## src/rtl/am25ls2548_ctl_if.sv

```systemverilog
// Requester/decoder bus of the Am25LS2548 cycle sequencer.
// master: the sequencer; slave: requesters plus the decoder.
interface am25ls2548_ctl_if;
  localparam int unsigned N_REQ = 4;
  localparam int unsigned ADR_W = 3;

  logic [N_REQ-1:0]       req_;
  logic [N_REQ*ADR_W-1:0] radr;
  logic [N_REQ-1:0]       rwr;
  logic [N_REQ-1:0]       gnt_;
  logic [N_REQ-1:0]       done;
  logic                   err;
  logic                   busy;
  logic                   a;
  logic                   b;
  logic                   c;
  logic                   e1_;
  logic                   rd_;
  logic                   wr_;
  logic                   ack_;

  modport master (
    input  req_, radr, rwr, ack_,
    output gnt_, done, err, busy, a, b, c, e1_, rd_, wr_
  );

  modport slave (
    output req_, radr, rwr, ack_,
    input  gnt_, done, err, busy, a, b, c, e1_, rd_, wr_
  );
endinterface

```

## src/rtl/am25ls2548_ctl.sv

```systemverilog
// Round-robin arbiter and bus-cycle sequencer for four requesters sharing
// one Am25LS2548 decoder: select/enable setup, timed strobe, hold, done/err.
module am25ls2548_ctl #(
  parameter int unsigned WS = 2
) (
  input  logic                    clk,
  input  logic                    rst_,
  am25ls2548_ctl_if.master        bus
);
  localparam int unsigned N_REQ  = 4;
  localparam int unsigned IDX_W  = 2;
  localparam int unsigned ADR_W  = 3;
  localparam int unsigned CNT_W  = 4;
  localparam int unsigned WS_EFF = (WS == 0) ? 1 : WS;

  typedef enum logic [1:0] {IDLE, SETUP, STROBE, HOLD} state_t;

  state_t           state;
  logic [IDX_W-1:0] last;
  logic [IDX_W-1:0] win;
  logic             wr_lat;
  logic [CNT_W-1:0] cnt;

  logic             found_c;
  logic [IDX_W-1:0] pick_c;
  logic [ADR_W-1:0] adr_c;

  // First pending request searching upward from the one after the last winner.
  always_comb begin
    found_c = 1'b0;
    pick_c  = last;
    for (int i = 1; i <= int'(N_REQ); i++) begin
      if (!found_c && !bus.req_[last + IDX_W'(i)]) begin
        found_c = 1'b1;
        pick_c  = last + IDX_W'(i);
      end
    end
    adr_c = bus.radr[ADR_W*pick_c +: ADR_W];
  end

  // Sequencer; every output is registered alongside the state it belongs to.
  always_ff @(posedge clk or negedge rst_) begin
    if (!rst_) begin
      state                     <= IDLE;
      last                      <= IDX_W'(N_REQ - 1);
      win                       <= '0;
      wr_lat                    <= 1'b0;
      cnt                       <= '0;
      bus.gnt_                  <= '1;
      bus.done                  <= '0;
      bus.err                   <= 1'b0;
      bus.busy                  <= 1'b0;
      {bus.c, bus.b, bus.a}     <= '0;
      bus.e1_                   <= 1'b1;
      bus.rd_                   <= 1'b1;
      bus.wr_                   <= 1'b1;
    end else begin
      bus.done <= '0;
      bus.err  <= 1'b0;
      unique case (state)
        IDLE: begin
          if (found_c) begin
            state                 <= SETUP;
            win                   <= pick_c;
            last                  <= pick_c;
            wr_lat                <= bus.rwr[pick_c];
            bus.gnt_              <= ~(N_REQ'(1) << pick_c);
            {bus.c, bus.b, bus.a} <= adr_c;
            bus.e1_               <= 1'b0;
            bus.busy              <= 1'b1;
          end
        end
        SETUP: begin
          state   <= STROBE;
          cnt     <= CNT_W'(WS_EFF);
          bus.wr_ <= !wr_lat;
          bus.rd_ <= wr_lat;
        end
        STROBE: begin
          cnt <= cnt - CNT_W'(1);
          // Last strobe cycle: ack_ high here means the decoder never answered.
          if (cnt == CNT_W'(1)) begin
            state          <= HOLD;
            bus.rd_        <= 1'b1;
            bus.wr_        <= 1'b1;
            bus.done[win]  <= 1'b1;
            bus.err        <= bus.ack_;
          end
        end
        HOLD: begin
          state    <= IDLE;
          bus.e1_  <= 1'b1;
          bus.gnt_ <= '1;
          bus.busy <= 1'b0;
        end
        default: state <= IDLE;
      endcase
    end
  end
endmodule

```

## src/flat_wrapper.sv

```systemverilog
// flat-port wrapper written by rule: the top's interface ports become plain ports
module am25ls2548_ctl_flat 
#(
  parameter int unsigned WS = 2
)
  (clk, rst_, bus_req_, bus_radr, bus_rwr, bus_ack_, bus_gnt_, bus_done, bus_err, bus_busy, bus_a, bus_b, bus_c, bus_e1_, bus_rd_, bus_wr_);
  am25ls2548_ctl_if bus_i ();
  input  logic clk;
  input  logic rst_;
  input wire logic [$bits(bus_i.req_)-1:0] bus_req_;
  input wire logic [$bits(bus_i.radr)-1:0] bus_radr;
  input wire logic [$bits(bus_i.rwr)-1:0] bus_rwr;
  input wire logic [$bits(bus_i.ack_)-1:0] bus_ack_;
  output wire logic [$bits(bus_i.gnt_)-1:0] bus_gnt_;
  output wire logic [$bits(bus_i.done)-1:0] bus_done;
  output wire logic [$bits(bus_i.err)-1:0] bus_err;
  output wire logic [$bits(bus_i.busy)-1:0] bus_busy;
  output wire logic [$bits(bus_i.a)-1:0] bus_a;
  output wire logic [$bits(bus_i.b)-1:0] bus_b;
  output wire logic [$bits(bus_i.c)-1:0] bus_c;
  output wire logic [$bits(bus_i.e1_)-1:0] bus_e1_;
  output wire logic [$bits(bus_i.rd_)-1:0] bus_rd_;
  output wire logic [$bits(bus_i.wr_)-1:0] bus_wr_;
  assign bus_i.req_ = bus_req_;
  assign bus_i.radr = bus_radr;
  assign bus_i.rwr = bus_rwr;
  assign bus_i.ack_ = bus_ack_;
  assign bus_gnt_ = bus_i.gnt_;
  assign bus_done = bus_i.done;
  assign bus_err = bus_i.err;
  assign bus_busy = bus_i.busy;
  assign bus_a = bus_i.a;
  assign bus_b = bus_i.b;
  assign bus_c = bus_i.c;
  assign bus_e1_ = bus_i.e1_;
  assign bus_rd_ = bus_i.rd_;
  assign bus_wr_ = bus_i.wr_;
  am25ls2548_ctl #(.WS(WS)) u_core (.clk(clk), .rst_(rst_), .bus(bus_i));
endmodule
```

## config.mk

```make
export PLATFORM = sky130hd
export DESIGN_NAME = am25ls2548_ctl_flat
export DESIGN_NICKNAME = d
export VERILOG_FILES = /design/src/rtl/am25ls2548_ctl_if.sv /design/src/rtl/am25ls2548_ctl.sv /design/src/flat_wrapper.sv
export SDC_FILE = /design/constraint.sdc
export NUM_CORES = 1
export LEC_CHECK = 0
export ABC_AREA = 1
export BUFFER_PORTS_ARGS = -buffer_cell sky130_fd_sc_hd__buf_2
export CAP_MARGIN = 20
export CORE_MARGIN = 5
export CORE_UTILIZATION = 58
export DETAILED_ROUTE_END_ITERATION = 16
export GPL_TIMING_DRIVEN = 0
export PLACE_DENSITY_LB_ADDON = 0.08
export SKIP_CTS_REPAIR_TIMING = 1
export SYNTH_ARGS = -nofsm -noshare
export SYNTH_HDL_FRONTEND = slang
export SYNTH_SLANG_ARGS = --single-unit
```

## constraint.sdc

```tcl
create_clock -name clk -period 2.85 [get_ports clk]
set_clock_uncertainty 0.15 [all_clocks]
set_input_delay 0.1425 -clock clk [delete_from_list [all_inputs] [get_ports clk]]
set_output_delay 0.1425 -clock clk [all_outputs]
set_load 0.05 [all_outputs]
```

Word-level counts from Yosys, hierarchy flattened
Index checks and enable logic that the tools add are counted.
Storage, ports and cells
  register bits after elaboration: 27
  input port bits: 23
  output and inout port bits: 16
Operators by class
  shift-type cells: 2
  reduce and logical (&&, ||, !) cells: 17
  magnitude comparators: 7
  muxes and demuxes: 37
  multipliers: 1
  $add $sub $neg: 4
  bitwise gates (word level): 1
  eq/ne operators: 6
Operators with widths (count)
  2-bit by 3-bit less-than comparator with 1-bit output (second input constant): 6
  4-bit one-hot mux with 2 select lines: 2
  1-bit 2-to-1 mux: 15
  2-bit 2-to-1 mux: 6
  4-bit 2-to-1 mux: 3
  12-bit by 5-bit variable part select with 3-bit output: 1
  1-bit binary-select mux with 2-bit select: 5
  1-bit one-hot mux with 2 select lines: 4
  2-bit one-hot mux with 4 select lines: 1
  2-bit AND reduction: 4
  1-bit logical NOT: 6
  2-bit adder (second input constant): 2
  2-bit equality test (second input constant): 2
  4-bit by 1-bit equality test with 1-bit output (second input constant): 1
  1-bit logical AND: 4
  2-bit by 2-bit multiplier with 4-bit output (first input constant): 1
  2-bit by 1-bit inequality test with 1-bit output (second input constant): 2
  4-bit NOT: 1
  2-bit nonzero test: 2
  1-bit by 2-bit << shifter with 4-bit output (first input constant): 1
  4-bit by 1-bit subtractor with 4-bit output (second input constant): 1
  2-bit by 1-bit adder with 2-bit output (second input constant): 1
  1-bit demux with 2-bit select: 1
  2-bit by 1-bit equality test with 1-bit output (second input constant): 1
  other kinds (2): 2

Longest topological paths before layout
Gate-level depths: netlist (run 1).
  depth in word-level cells: 16
  gate-level depth with buffers: 15

Least setup slack after synthesis (run 1)
No wires, ideal clock.
  path kind: register to register
  from: register u_core.last[0]
  to: register u_core.bus.busy
  cell stages (with the launch flop): 13
  data arrival time: 1566 ps
  buffers on the path: 2
  path slack: 1015 ps
  library setup time: 119 ps
  path through: dfstp_2 inv_2 buf_6 nand2_1 nand2_1 nand2_1 nand2_4 inv_2 nand4_4 nand2_2 inv_2 buf_6 o21a_1
On the way
  cells in the longest elaborated chain, start to end: 14
  elaborated cells between the ends (all ways): 25
Ends and longest elaborated chain
  start: declaration: line am25ls2548_ctl.sv:19  | logic [IDX_W-1:0] last;
  start signal: assignment: line am25ls2548_ctl.sv:45  | last <= IDX_W'(N_REQ - 1);
  start signal: assignment: line am25ls2548_ctl.sv:65  | last <= pick_c;
  2-bit adder: line am25ls2548_ctl.sv:33  | if (!found_c && !bus.req_[last + IDX_W'(i)]) begin
  1-bit binary-select mux with 2-bit select: line am25ls2548_ctl.sv:33
  1-bit 2-to-1 mux (not written as such): line am25ls2548_ctl.sv:33
  1-bit logical NOT: line am25ls2548_ctl.sv:33
  1-bit logical AND: line am25ls2548_ctl.sv:33
  1-bit 2-to-1 mux: line am25ls2548_ctl.sv:33
  1-bit logical NOT: line am25ls2548_ctl.sv:33
  1-bit logical AND: line am25ls2548_ctl.sv:33
  1-bit 2-to-1 mux: line am25ls2548_ctl.sv:33
  1-bit logical NOT: line am25ls2548_ctl.sv:33
  1-bit logical AND: line am25ls2548_ctl.sv:33
  1-bit 2-to-1 mux (*): line am25ls2548_ctl.sv:33
  2-bit by 1-bit inequality test with 1-bit output (no source line) (*)
  2-bit AND reduction (no source line) (*)
  end signal: assignment: line am25ls2548_ctl.sv:52  | bus.busy <= 1'b0;
  end signal: assignment: line am25ls2548_ctl.sv:70  | bus.busy <= 1'b1;
  end signal: assignment: line am25ls2548_ctl.sv:94  | bus.busy <= 1'b0;
  end: declaration: line am25ls2548_ctl_if.sv:24  | output gnt_, done, err, busy, a, b, c, e1_, rd_, wr_
Every way passes the cells marked *; elsewhere a longest branch is shown, timed or not. The select of a mux whose other input is x is not followed.
A chain may end at the register's enable or synchronous reset.

Worst setup path in the final report (run 1)
  from: register u_core.last[0]
  to: register u_core.bus.a
On the way
  cells in the longest elaborated chain, start to end: 14
  elaborated cells between the ends (all ways): 30
Ends and longest elaborated chain
  2-bit adder: line am25ls2548_ctl.sv:33, am25ls2548_ctl.sv:35
  1-bit binary-select mux with 2-bit select: line am25ls2548_ctl.sv:33
  1-bit 2-to-1 mux (not written as such): line am25ls2548_ctl.sv:33
  1-bit logical NOT: line am25ls2548_ctl.sv:33
  1-bit logical AND: line am25ls2548_ctl.sv:33
  1-bit 2-to-1 mux: line am25ls2548_ctl.sv:33
  1-bit logical NOT: line am25ls2548_ctl.sv:33
  1-bit logical AND: line am25ls2548_ctl.sv:33
  1-bit 2-to-1 mux: line am25ls2548_ctl.sv:33
  1-bit logical NOT: line am25ls2548_ctl.sv:33
  1-bit logical AND: line am25ls2548_ctl.sv:33
  2-bit 2-to-1 mux: line am25ls2548_ctl.sv:33
  2-bit by 2-bit multiplier with 4-bit output: line am25ls2548_ctl.sv:38  | adr_c = bus.radr[ADR_W*pick_c +: ADR_W];
  12-bit by 5-bit variable part select with 3-bit output: line am25ls2548_ctl.sv:38
  end signal: assignment: line am25ls2548_ctl.sv:68  | {bus.c, bus.b, bus.a} <= adr_c;
  end: declaration: line am25ls2548_ctl_if.sv:24
Several ways; a longest one is shown, not always the timed one. The select of a mux whose other input is x is not followed.

==> results of run 1 <==
[layer usage]
| layer | global-route usage | share of wire | vias up |
|---|---|---|---|
| met5 | 0 | 0 | - |
| met1 | 0.203 | 0.44 | 676 |
| met2 | 0.312 | 0.51 | 28 |
| met3 | 0.0243 | 0.044 | 4 |
| met4 | 0.0389 | 0.0066 | 0 |
| li1 | - | - | 817 |
[stage by stage]
step                      hold slack, ps  instance area (um^2)
final                               84.5                  2040
after global routing                 111                  2040
after CTS                           -350                  2020
after detailed placement            14.9                  1990
after global placement              21.2                  1990
after floorplan                     -303                  1760
[cells in the final DEF, fill, tap and decap left out, types with 2 or more instances in the layout]
cell,n
buf_2,38
ha_1,7
nand3_1,29
dfstp_2,9
dfrtp_1,18
nand2_2,7
dlygate4sd3_1,2
inv_2,7
nor3_1,5
clkbuf_4,3
nand4_4,2
o22ai_1,2
nor2_1,5
inv_1,29
o21ai_1,10
o21ai_0,2
nand2_1,73
a21oi_1,5
buf_6,2
nand2_4,5
[worst max-delay path, stage by stage (launching register included)]
cell,delay (ps)
dfstp_2,580
buf_4,170
nand2_1,60
nand2_1,100
nand2_2,120
nand2_8,120
nand3_4,120
inv_2,70
nand2_2,50
nand2_4,130
inv_4,60
nand2_1,60
nand2_1,40
nand2_1,50
nand2_1,50
[state kept, by name, summed over array words and instances (netlist names), 2 cells and up]
name             flops
u_core.last          2
u_core.bus.gnt_      4
u_core.cnt           4
u_core.bus.done      4
u_core.win           2
u_core.state         2
[layout make-up]
type                       count  share of cell area
buffer                         4              0.0166
inverter                      37              0.0695
multi-input combinational    162               0.439
clock buffer                   3              0.0111
clock inverter                 1             0.00246
sequential                    27               0.337
timing repair buffer          40               0.103
tap                           33              0.0203
[kinds of logic (layout without fill, tap and decap cells)]
group / Yosys count / after routing / share of synthesized area
flops: 27 / 27 / 0.391
simple gates: 132 / 132 / 0.386
compound gates: 23 / 23 / 0.0734
fa+ha+maj: 7 / 7 / 0.0499
buf+inv: 41 / 85 / 0.0997
[path summary, 6_finish.rpt]
check                                            from                              to  cells past startpoint
hold / removal                            bus_radr[5]        u_core.bus.c$_DFFE_PN0P_                      7
min in group asynchronous                        rst_       u_core.cnt[3]$_DFFE_PN0P_                      2
max in group asynchronous                        rst_  u_core.bus.gnt_[1]$_DFFE_PN1P_                      2
setup reg to reg           u_core.last[0]$_DFFE_PN1P_        u_core.bus.a$_DFFE_PN0P_                     14
hold reg to reg             u_core.win[0]$_DFFE_PN0P_    u_core.bus.done[0]$_DFF_PN0_                      1
setup / recovery           u_core.last[0]$_DFFE_PN1P_        u_core.bus.a$_DFFE_PN0P_                     14
[cell usage after synthesis, types with 5 or more instances]
master and number:
inv_1 29, inv_2 7, nand2_4 5, nor2_1 5, nand3_1 29, dfrtp_1 18, dfstp_2 9, nand2_2 7
nor3_1 5, nand2_1 73, a21oi_1 5, ha_1 7, o21ai_1 10
==> results.tsv, run 1 <==
stage	metric	value	unit
timing	setup ws final	817	ps
setup_path	Crit. End Element	register	
placed_design	Setup Slack @ Placement	831	ps
layout	fin cells	307	
detailed_routing	WL final	3340	um
synth	share of synthesized registers carrying an async set or reset	1.00	
cts	CTS sink count	27	
layout	filler instances	282	
layout	sequential cell area	687	um^2
grt	vias in the first global route	1405	
cts	clock-pin slew on the worst setup and hold paths	140	ps
grt	largest net degree at the start of global routing	28	
synth	syn_area_per_cell	7.64	um^2
synth	area leader, netlist	dfrtp_1	
detailed_routing	Final ANT Viol Nets	0	
cts	CTS H-tree depth	1	
setup_path	critical path peak fanout	10	
synth	Seq cells post-synth	27	
setup_path	FF-to-FF setup slack	820	ps
layout	P&R area growth vs syn	15.9	%
placed_design	Detailed Place HPWL	2640	um
timing	Final min period	2030	ps
detailed_routing	drt wl/cell	10.9	um
detailed_routing	violation count after the first detailed-routing iteration	88	
timing	final setup fails	0	
placed_design	Placed Cells	301	
worst_hold_path	HP Class	input pin to register	
die	Die Y	65.0	um
run_status	status	complete, no violations	
die	starting density of the core	0.590	
setup_path	Arrival @ worst endpoint	2100	ps
run	Max Cap Viol	0	
setup_path	critical setup path kind	register to register	
detailed_routing	First-pass DRT Iterations	6	
detailed_routing	Residual DRC	0	
synth	top post-synthesis cells by area	dfrtp_1 26%, nand2_1 16%, dfstp_2 13%, nand3_1 8.3%, inv_1 6.2%	
setup_path	Startpoint Class	register	
timing	total negative slack	0	ps
cts	clk_lat worst skew	320	ps
timing	Slew headroom	0.619	
cts	clock root buffer	clkbuf_4	
timing	Final Hold Vio Count	0	
die	Die W	65.0	um
synth	Synth Warn #	0	
die	row count	20	
layout	multi-input logic area	895	um^2
synth	Seq/Total Area, Yosys	0.391	
detailed_routing	routed vias	1525	
cts	CTS Buf Count	3	
synth	Distinct cells, synth	30	
layout	Nets	305	
synth	Syn Inst Count	230	
detailed_routing	DR vias/cell	4.97	
grt	first-pass GRT wire length	5770	um
layout	share of cells above drive strength 1	0.299	
synth	Synthesized Nets	260	
timing	fin crit share	0.713	
setup_path	Crit path required time	2910	ps
die	Core Area	0.00298	mm^2
cts	TritonCTS clock tree	done	
grt	initial antenna violation count	0	
synth	top cell type's share of synthesized area	0.256	
grt	Total GRT Usage	0.168	
timing	RSZ-0062 raised after global routing	no	
layout	final core occ	0.684	
placed_design	RD Place Congestion	0.789	
die	die area	0.00423	mm^2
grt	GR Overflow Total	0	
synth	number of flops mapped to enable cells by yosys	0	
timing	Peak Freq	0.492	GHz
cts	deepest clock path buffer count	2	
timing	max-slew violations	0	
timing	Least-Margin Pin Slew	572	ps
placed_design	PortBufs	38	
synth	Most used DFF post-synth	dfrtp_1	
synth	Synth Cell Area	0.00176	mm^2
die	io pins	39	
layout	diode count	0	
Power of run 1 is left out: the tool's default activity adds up to more than one toggle a clock period on the data nets, which glitch-free logic cannot reach.
==> inputs of run 2 (changes only) <==
--- a/config.mk
+++ b/config.mk
@@ -9,7 +9,7 @@
 export BUFFER_PORTS_ARGS = -buffer_cell sky130_fd_sc_hd__buf_2
 export CAP_MARGIN = 20
 export CORE_MARGIN = 5
-export CORE_UTILIZATION = 58
+export CORE_UTILIZATION = 54
 export DETAILED_ROUTE_END_ITERATION = 16
 export GPL_TIMING_DRIVEN = 0
 export PLACE_DENSITY_LB_ADDON = 0.08
==> constraint.sdc (replaced) <==
create_clock -name clk -period 1.92 [get_ports clk]
set_clock_uncertainty 0.15 [all_clocks]
set_input_delay 0.096 -clock clk [delete_from_list [all_inputs] [get_ports clk]]
set_output_delay 0.096 -clock clk [all_outputs]
set_load 0.05 [all_outputs]
==> run 2 against run 1 <==
The flow now finishes with violations (setup timing). Flip-flop and latch count unchanged. Fmax down 0.99%. Count of clock-buffer cells in the layout up 1. Cell count up 6.8%. Highest routed layer unchanged.
==> results.tsv, run 2 (synthesis results as in run 1) <==
stage	metric	value	unit	change
run_status	status	finished with violations		was complete, no violations
run_status	failing checks	setup timing		
timing	fin crit share	1.07		was 0.713
timing	Final Hold Vio Count	0		unchanged
grt	vias in the first global route	1402		was 1405
detailed_routing	violation count after the first detailed-routing iteration	103		was 88
layout	fin area	0.00235	mm^2	was 0.00204 mm^2
setup_path	Crit. End Element	register		unchanged
detailed_routing	Final ANT Viol Nets	0		unchanged
timing	Peak Freq	0.487	GHz	was 0.492 GHz
placed_design	RD Place Congestion	0.767		was 0.789
setup_path	Arrival @ worst endpoint	2170	ps	was 2100 ps
setup_path	Crit path required time	2030	ps	was 2910 ps
die	starting density of the core	0.571		was 0.590
detailed_routing	Residual DRC	0		unchanged
layout	final core occ	0.762		was 0.684
detailed_routing	Metal-1 WL	1700	um	was 1470 um
detailed_routing	Top Metal Used	met4		unchanged
timing	final setup fails	10		was 0
layout	filler instances	249		was 282
placed_design	placed inst area	0.00200	mm^2	was 0.00199 mm^2
setup_path	FF-to-FF End	u_core.bus.b$_DFFE_PN0P_		was u_core.bus.a$_DFFE_PN0P_
worst_hold_path	HP Class	input pin to register		unchanged
layout	most frequent cells in the layout	50 x nand2_1, 38 x buf_2, 29 x inv_1		was 73 x nand2_1, 38 x buf_2, 29 x inv_1, 29 x nand3_1, 18 x dfrtp_1
setup_path	critical path peak fanout	8		was 10
timing	Least-Margin Pin Slew	562	ps	was 572 ps
timing	Slew headroom	0.625		was 0.619
grt	GR Overflow Total	0		unchanged
setup_path	Slowest-stage cell, CP	dfstp_2		unchanged
cts	TritonCTS clock tree	done		unchanged
cts	clock-pin slew on the worst setup and hold paths	130	ps	was 140 ps
layout	diode count	0		unchanged
timing	max-slew violations	0		unchanged
die	row count	20		unchanged
placed_design	Detailed Place HPWL	2750	um	was 2640 um
setup_path	Largest stage delay, worst path	580	ps	about the same
die	io pins	39		unchanged
placed_design	PortBufs	38		unchanged
detailed_routing	drt wl/cell	12.1	um	was 10.9 um
die	Die W	67.0	um	was 65.0 um
layout	most common cell after layout, fill and taps aside	nand2_1		unchanged
grt	largest net degree at the start of global routing	28		unchanged
detailed_routing	First-pass DRT Iterations	4		was 6
setup_path	Startpoint Class	register		unchanged
timing	RSZ-0062 raised after global routing	yes		was no
timing	setup ws final	-133	ps	was 817 ps
cts	deepest clock path buffer count	2		unchanged
grt	Total GRT Usage	0.162		was 0.168
cts	CTS sink count	27		unchanged
die	Core Area	0.00308	mm^2	was 0.00298 mm^2
setup_path	critical setup path kind	register to register		unchanged
die	die area	0.00449	mm^2	was 0.00423 mm^2
grt	first-pass GRT wire length	5780	um	was 5770 um
setup_path	FF-to-FF setup slack	-130	ps	was 820 ps
detailed_routing	routed vias	1639		was 1525
layout	share of cells above drive strength 1	0.433		was 0.299
worst_hold_path	hold path cells	7		unchanged
die	Die Y	67.0	um	was 65.0 um
layout	P&R area growth vs syn	33.5	%	was 15.9%
worst_hold_path	Hold EP	u_core.bus.a$_DFFE_PN0P_		was u_core.bus.c$_DFFE_PN0P_
timing	Final min period	2050	ps	was 2030 ps
grt	initial antenna violation count	0		unchanged
cts	clk_lat worst skew	310	ps	was 320 ps
layout	Nets	315		was 305
detailed_routing	DR vias/cell	5.00		was 4.97
layout	Regs by FF count	u_core.bus.done x4, u_core.bus.gnt_ x4, u_core.cnt x4		unchanged
run	Max Cap Viol	0		unchanged
detailed_routing	Met3 Wirelength	120	um	was 147 um
detailed_routing	Met2 Routed Length	2110	um	was 1700 um
cts	CTS Buf Count	3		unchanged
setup_path	FF-to-FF path depth	15		was 14
worst_hold_path	Worst Min Path Start	bus_radr[3]		was bus_radr[5]
detailed_routing	WL final	3970	um	was 3340 um
setup_path	Reg-to-Reg Start	u_core.last[0]$_DFFE_PN1P_		unchanged
setup_path	crit-path cells	inv_2 -> buf_4 -> nand2_2 -> nand2_4 -> nand2_4 -> nand2_8 -> nand2_1 -> nand2_2 -> nand2_4 -> nand3_1 -> nand2_1 -> nand2_4 -> nand2_2 -> nand2_1 -> nand2_1		was buf_4 -> nand2_1 -> nand2_1 -> nand2_2 -> nand2_8 -> nand3_4 -> inv_2 -> nand2_2 -> nand2_4 -> inv_4 -> nand2_1 -> nand2_1 -> nand2_1 -> nand2_1
cts	CTS H-tree depth	1		unchanged
cts	clock root buffer	clkbuf_4		unchanged
## run 2: layout make-up
type                       instances  area, um^2  area share
tap                               44        55.1      0.0235
clock buffer                       4        26.3      0.0112
multi-input combinational        163        1080       0.459
timing repair buffer              50         310       0.132
sequential                        27         687       0.293
inverter                          37         149      0.0635
buffer                             3        41.3      0.0176
## run 2: per-layer routing
layer | track usage | up-vias
li1 | - | 843
met1 | 0.200 | 761
met2 | 0.299 | 29
met3 | 0.0169 | 6
met4 | 0.0380 | 0
met5 | 0 | -
## run 2: through the flow
step	setup TNS, ps	cells	hold WS, ps	setup slack [ps]
2_1_floorplan	0	230	-350	85.0
3_3_place_gp	-594	312	-25.0	-95.3
3_5_place_dp	-687	312	-32.0	-110
4_1_cts	-991	316	-388	-137
5_1_grt	-2270	328	67.4	-238
6_report	-927	328	47.6	-133
## run 2: worst max-delay path by stage
stage                          startpoint                          end
2_1_floorplan  u_core.last[0]$_DFFE_PN1P_  u_core.bus.busy$_DFFE_PN0P_
3_3_place_gp   u_core.last[0]$_DFFE_PN1P_     u_core.bus.c$_DFFE_PN0P_
3_5_place_dp   u_core.last[0]$_DFFE_PN1P_     u_core.bus.b$_DFFE_PN0P_
4_1_cts        u_core.last[0]$_DFFE_PN1P_     u_core.bus.b$_DFFE_PN0P_
5_1_grt        u_core.last[0]$_DFFE_PN1P_     u_core.bus.b$_DFFE_PN0P_
6_report       u_core.last[0]$_DFFE_PN1P_     u_core.bus.b$_DFFE_PN0P_
## run 2: worst max-delay path: cells and delay by family, from the launching register on
family | cells | cell delay [ps]
simple gates | 13 | 1070
flops | 1 | 580
buf+inv | 2 | 190
Power of run 2 is left out for the same reason.
==> inputs of run 3 (changes only) <==
--- a/config.mk
+++ b/config.mk
@@ -8,6 +8,7 @@
 export ABC_AREA = 1
 export BUFFER_PORTS_ARGS = -buffer_cell sky130_fd_sc_hd__buf_2
 export CAP_MARGIN = 20
+export CORE_ASPECT_RATIO = 1.1
 export CORE_MARGIN = 5
 export CORE_UTILIZATION = 54
 export DETAILED_ROUTE_END_ITERATION = 16
==> run 3 against run 2 <==
First-iteration DRC count rose by 19%. Utilization fell by 3.9 points. Cell count fell by 4.0%. Critical endpoint is now u_core.bus.a$_DFFE_PN0P_. Flip-flop and latch count did not move. Count of clock-buffer cells in the layout fell by 1. The run still ends with setup timing left. Critical path depth fell by 1. Global-route usage rose by 0.17 points. Fmax rose by 2.5%. Highest routed layer unchanged.
==> results.tsv, run 3 (synthesis results as in run 1) <==
stage	metric	value	unit	change
run_status	status	finished with violations		unchanged
run_status	failing checks	setup timing		unchanged
setup_path	Largest stage delay, worst path	580	ps	about the same
die	row count	21		was 20
placed_design	Setup Slack @ Placement	-109	ps	was -110 ps
setup_path	Arrival @ worst endpoint	2080	ps	was 2170 ps
detailed_routing	WL final	3710	um	was 3970 um
placed_design	Detailed Place HPWL	2710	um	was 2750 um
setup_path	Startpoint Class	register		unchanged
setup_path	FF-to-FF path depth	14		was 15
grt	vias in the first global route	1431		was 1402
setup_path	critical setup path kind	register to register		unchanged
run	Max Cap Viol	0		unchanged
layout	Nets	312		was 315
cts	clock-pin slew on the worst setup and hold paths	140	ps	was 130 ps
worst_hold_path	HP Class	input pin to register		unchanged
timing	Slew headroom	0.618		was 0.625
setup_path	most used cell, CP	nand2_1		
detailed_routing	Residual DRC	0		unchanged
cts	TritonCTS clock tree	done		unchanged
setup_path	critical path peak fanout	9		was 8
placed_design	RD Place Congestion	0.786		was 0.767
layout	P&R area growth vs syn	27.6	%	was 33.5%
die	starting density of the core	0.567		was 0.571
detailed_routing	drt wl/cell	11.8	um	was 12.1 um
layout	diode count	0		unchanged
setup_path	Crit path required time	2000	ps	was 2030 ps
die	Die W	64.4	um	was 67.0 um
timing	max-slew violations	0		unchanged
placed_design	PortBufs	38		unchanged
detailed_routing	DR vias/cell	5.09		was 5.00
cts	CTS sink count	27		unchanged
timing	setup ws final	-82.4	ps	was -133 ps
detailed_routing	Final ANT Viol Nets	0		unchanged
die	io pins	39		unchanged
setup_path	Slowest-stage cell, CP	dfstp_2		unchanged
die	die area	0.00450	mm^2	was 0.00449 mm^2
detailed_routing	violation count after the first detailed-routing iteration	123		was 103
timing	final setup fails	8		was 10
layout	Regs by FF count	u_core.bus.done x4, u_core.bus.gnt_ x4, u_core.cnt x4		unchanged
timing	fin crit share	1.04		was 1.07
layout	share of cells above drive strength 1	0.388		was 0.433
detailed_routing	routed vias	1602		was 1639
grt	largest net degree at the start of global routing	28		unchanged
cts	deepest clock path buffer count	2		unchanged
die	Die Y	69.8	um	was 67.0 um
timing	RSZ-0062 raised after global routing	yes		unchanged
placed_design	Placed Cells	302		was 312
setup_path	Top delay family on crit path	simple AND/OR/NAND/NOR gates		unchanged
cts	CTS Buf Count	3		unchanged
detailed_routing	First-pass DRT Iterations	4		unchanged
timing	Peak Freq	0.499	GHz	was 0.487 GHz
timing	Final Hold Vio Count	0		unchanged
timing	Least-Margin Pin Slew	574	ps	was 562 ps
layout	most frequent cells in the layout	58 x nand2_1, 38 x buf_2, 29 x inv_1		was 50 x nand2_1, 38 x buf_2, 29 x inv_1
setup_path	worst path bufs/invs	3		was 2
cts	clock root buffer	clkbuf_4		unchanged
grt	Total GRT Usage	0.164		was 0.162
layout	fin cells	315		was 328
die	Core Area	0.00310	mm^2	was 0.00308 mm^2
setup_path	Crit path depth	14		was 15
worst_hold_path	hold path cells	7		unchanged
cts	clk_lat worst skew	330	ps	was 310 ps
grt	initial antenna violation count	0		unchanged
setup_path	FF-to-FF setup slack	-80	ps	was -130 ps
grt	first-pass GRT wire length	6110	um	was 5780 um
grt	GR Overflow Total	0		unchanged
setup_path	crit-path cells	buf_6 -> nand2_1 -> nand2_2 -> nand2_4 -> nand2_8 -> nand3_4 -> inv_2 -> nand2_4 -> nand2_8 -> inv_6 -> nand2_1 -> nand2_1 -> nand2_1 -> nand2_1		was inv_2 -> buf_4 -> nand2_2 -> nand2_4 -> nand2_4 -> nand2_8 -> nand2_1 -> nand2_2 -> nand2_4 -> nand3_1 -> nand2_1 -> nand2_4 -> nand2_2 -> nand2_1 -> nand2_1
setup_path	Crit. End Element	register		unchanged
cts	CTS H-tree depth	1		unchanged
layout	most common cell after layout, fill and taps aside	nand2_1		unchanged
timing	Final min period	2000	ps	was 2050 ps
-- run 3: path summary, 6_finish.rpt --
path                                       startpoint                            to
max                        u_core.last[0]$_DFFE_PN1P_      u_core.bus.a$_DFFE_PN0P_
min reg2reg                 u_core.win[0]$_DFFE_PN0P_  u_core.bus.done[2]$_DFF_PN0_
max in group asynchronous                        rst_    u_core.bus.e1_$_DFFE_PN1P_
min                                        bus_rwr[1]     u_core.wr_lat$_DFFE_PN0P_
min in group asynchronous                        rst_     u_core.cnt[3]$_DFFE_PN0P_
max reg2reg                u_core.last[0]$_DFFE_PN1P_      u_core.bus.a$_DFFE_PN0P_
-- run 3: worst min-delay path: cells and delay by family --
family	cells	cell delay, ps
simple gates	6	300
buf+inv	1	80
-- run 3: cell type report --
| cell class | instances | area (um^2) |
|---|---|---|
| Multi-Input combinational cell | 162 | 1030 |
| Fill cell | 264 | 858 |
| Inverter | 37 | 144 |
| Clock buffer | 3 | 22.5 |
| Tap cell | 34 | 42.5 |
| Timing Repair Buffer | 48 | 274 |
| Buffer | 3 | 37.5 |
| Sequential cell | 27 | 687 |
| Clock inverter | 1 | 5.00 |
-- run 3: layer usage --
layer,part of all wire,global-route usage,vias up
met1,0.41,0.199,748
li1,-,-,830
met3,0.031,0.0211,5
met4,0.011,0.0540,0
met2,0.55,0.295,19
met5,0,0,-
-- run 3: per-stage QoR --
stage	hold slack [ps]	TNS, ps	utilization	cell area, um^2
floorplan	-350	0	-	1760
global placement	-24.0	-679	0.642	1990
detailed placement	-26.5	-674	0.642	1990
CTS	-398	-944	0.651	2020
global route	56.7	-1910	0.723	2240
finish	20.0	-496	0.723	2240
Power of run 3 is left out for the same reason.
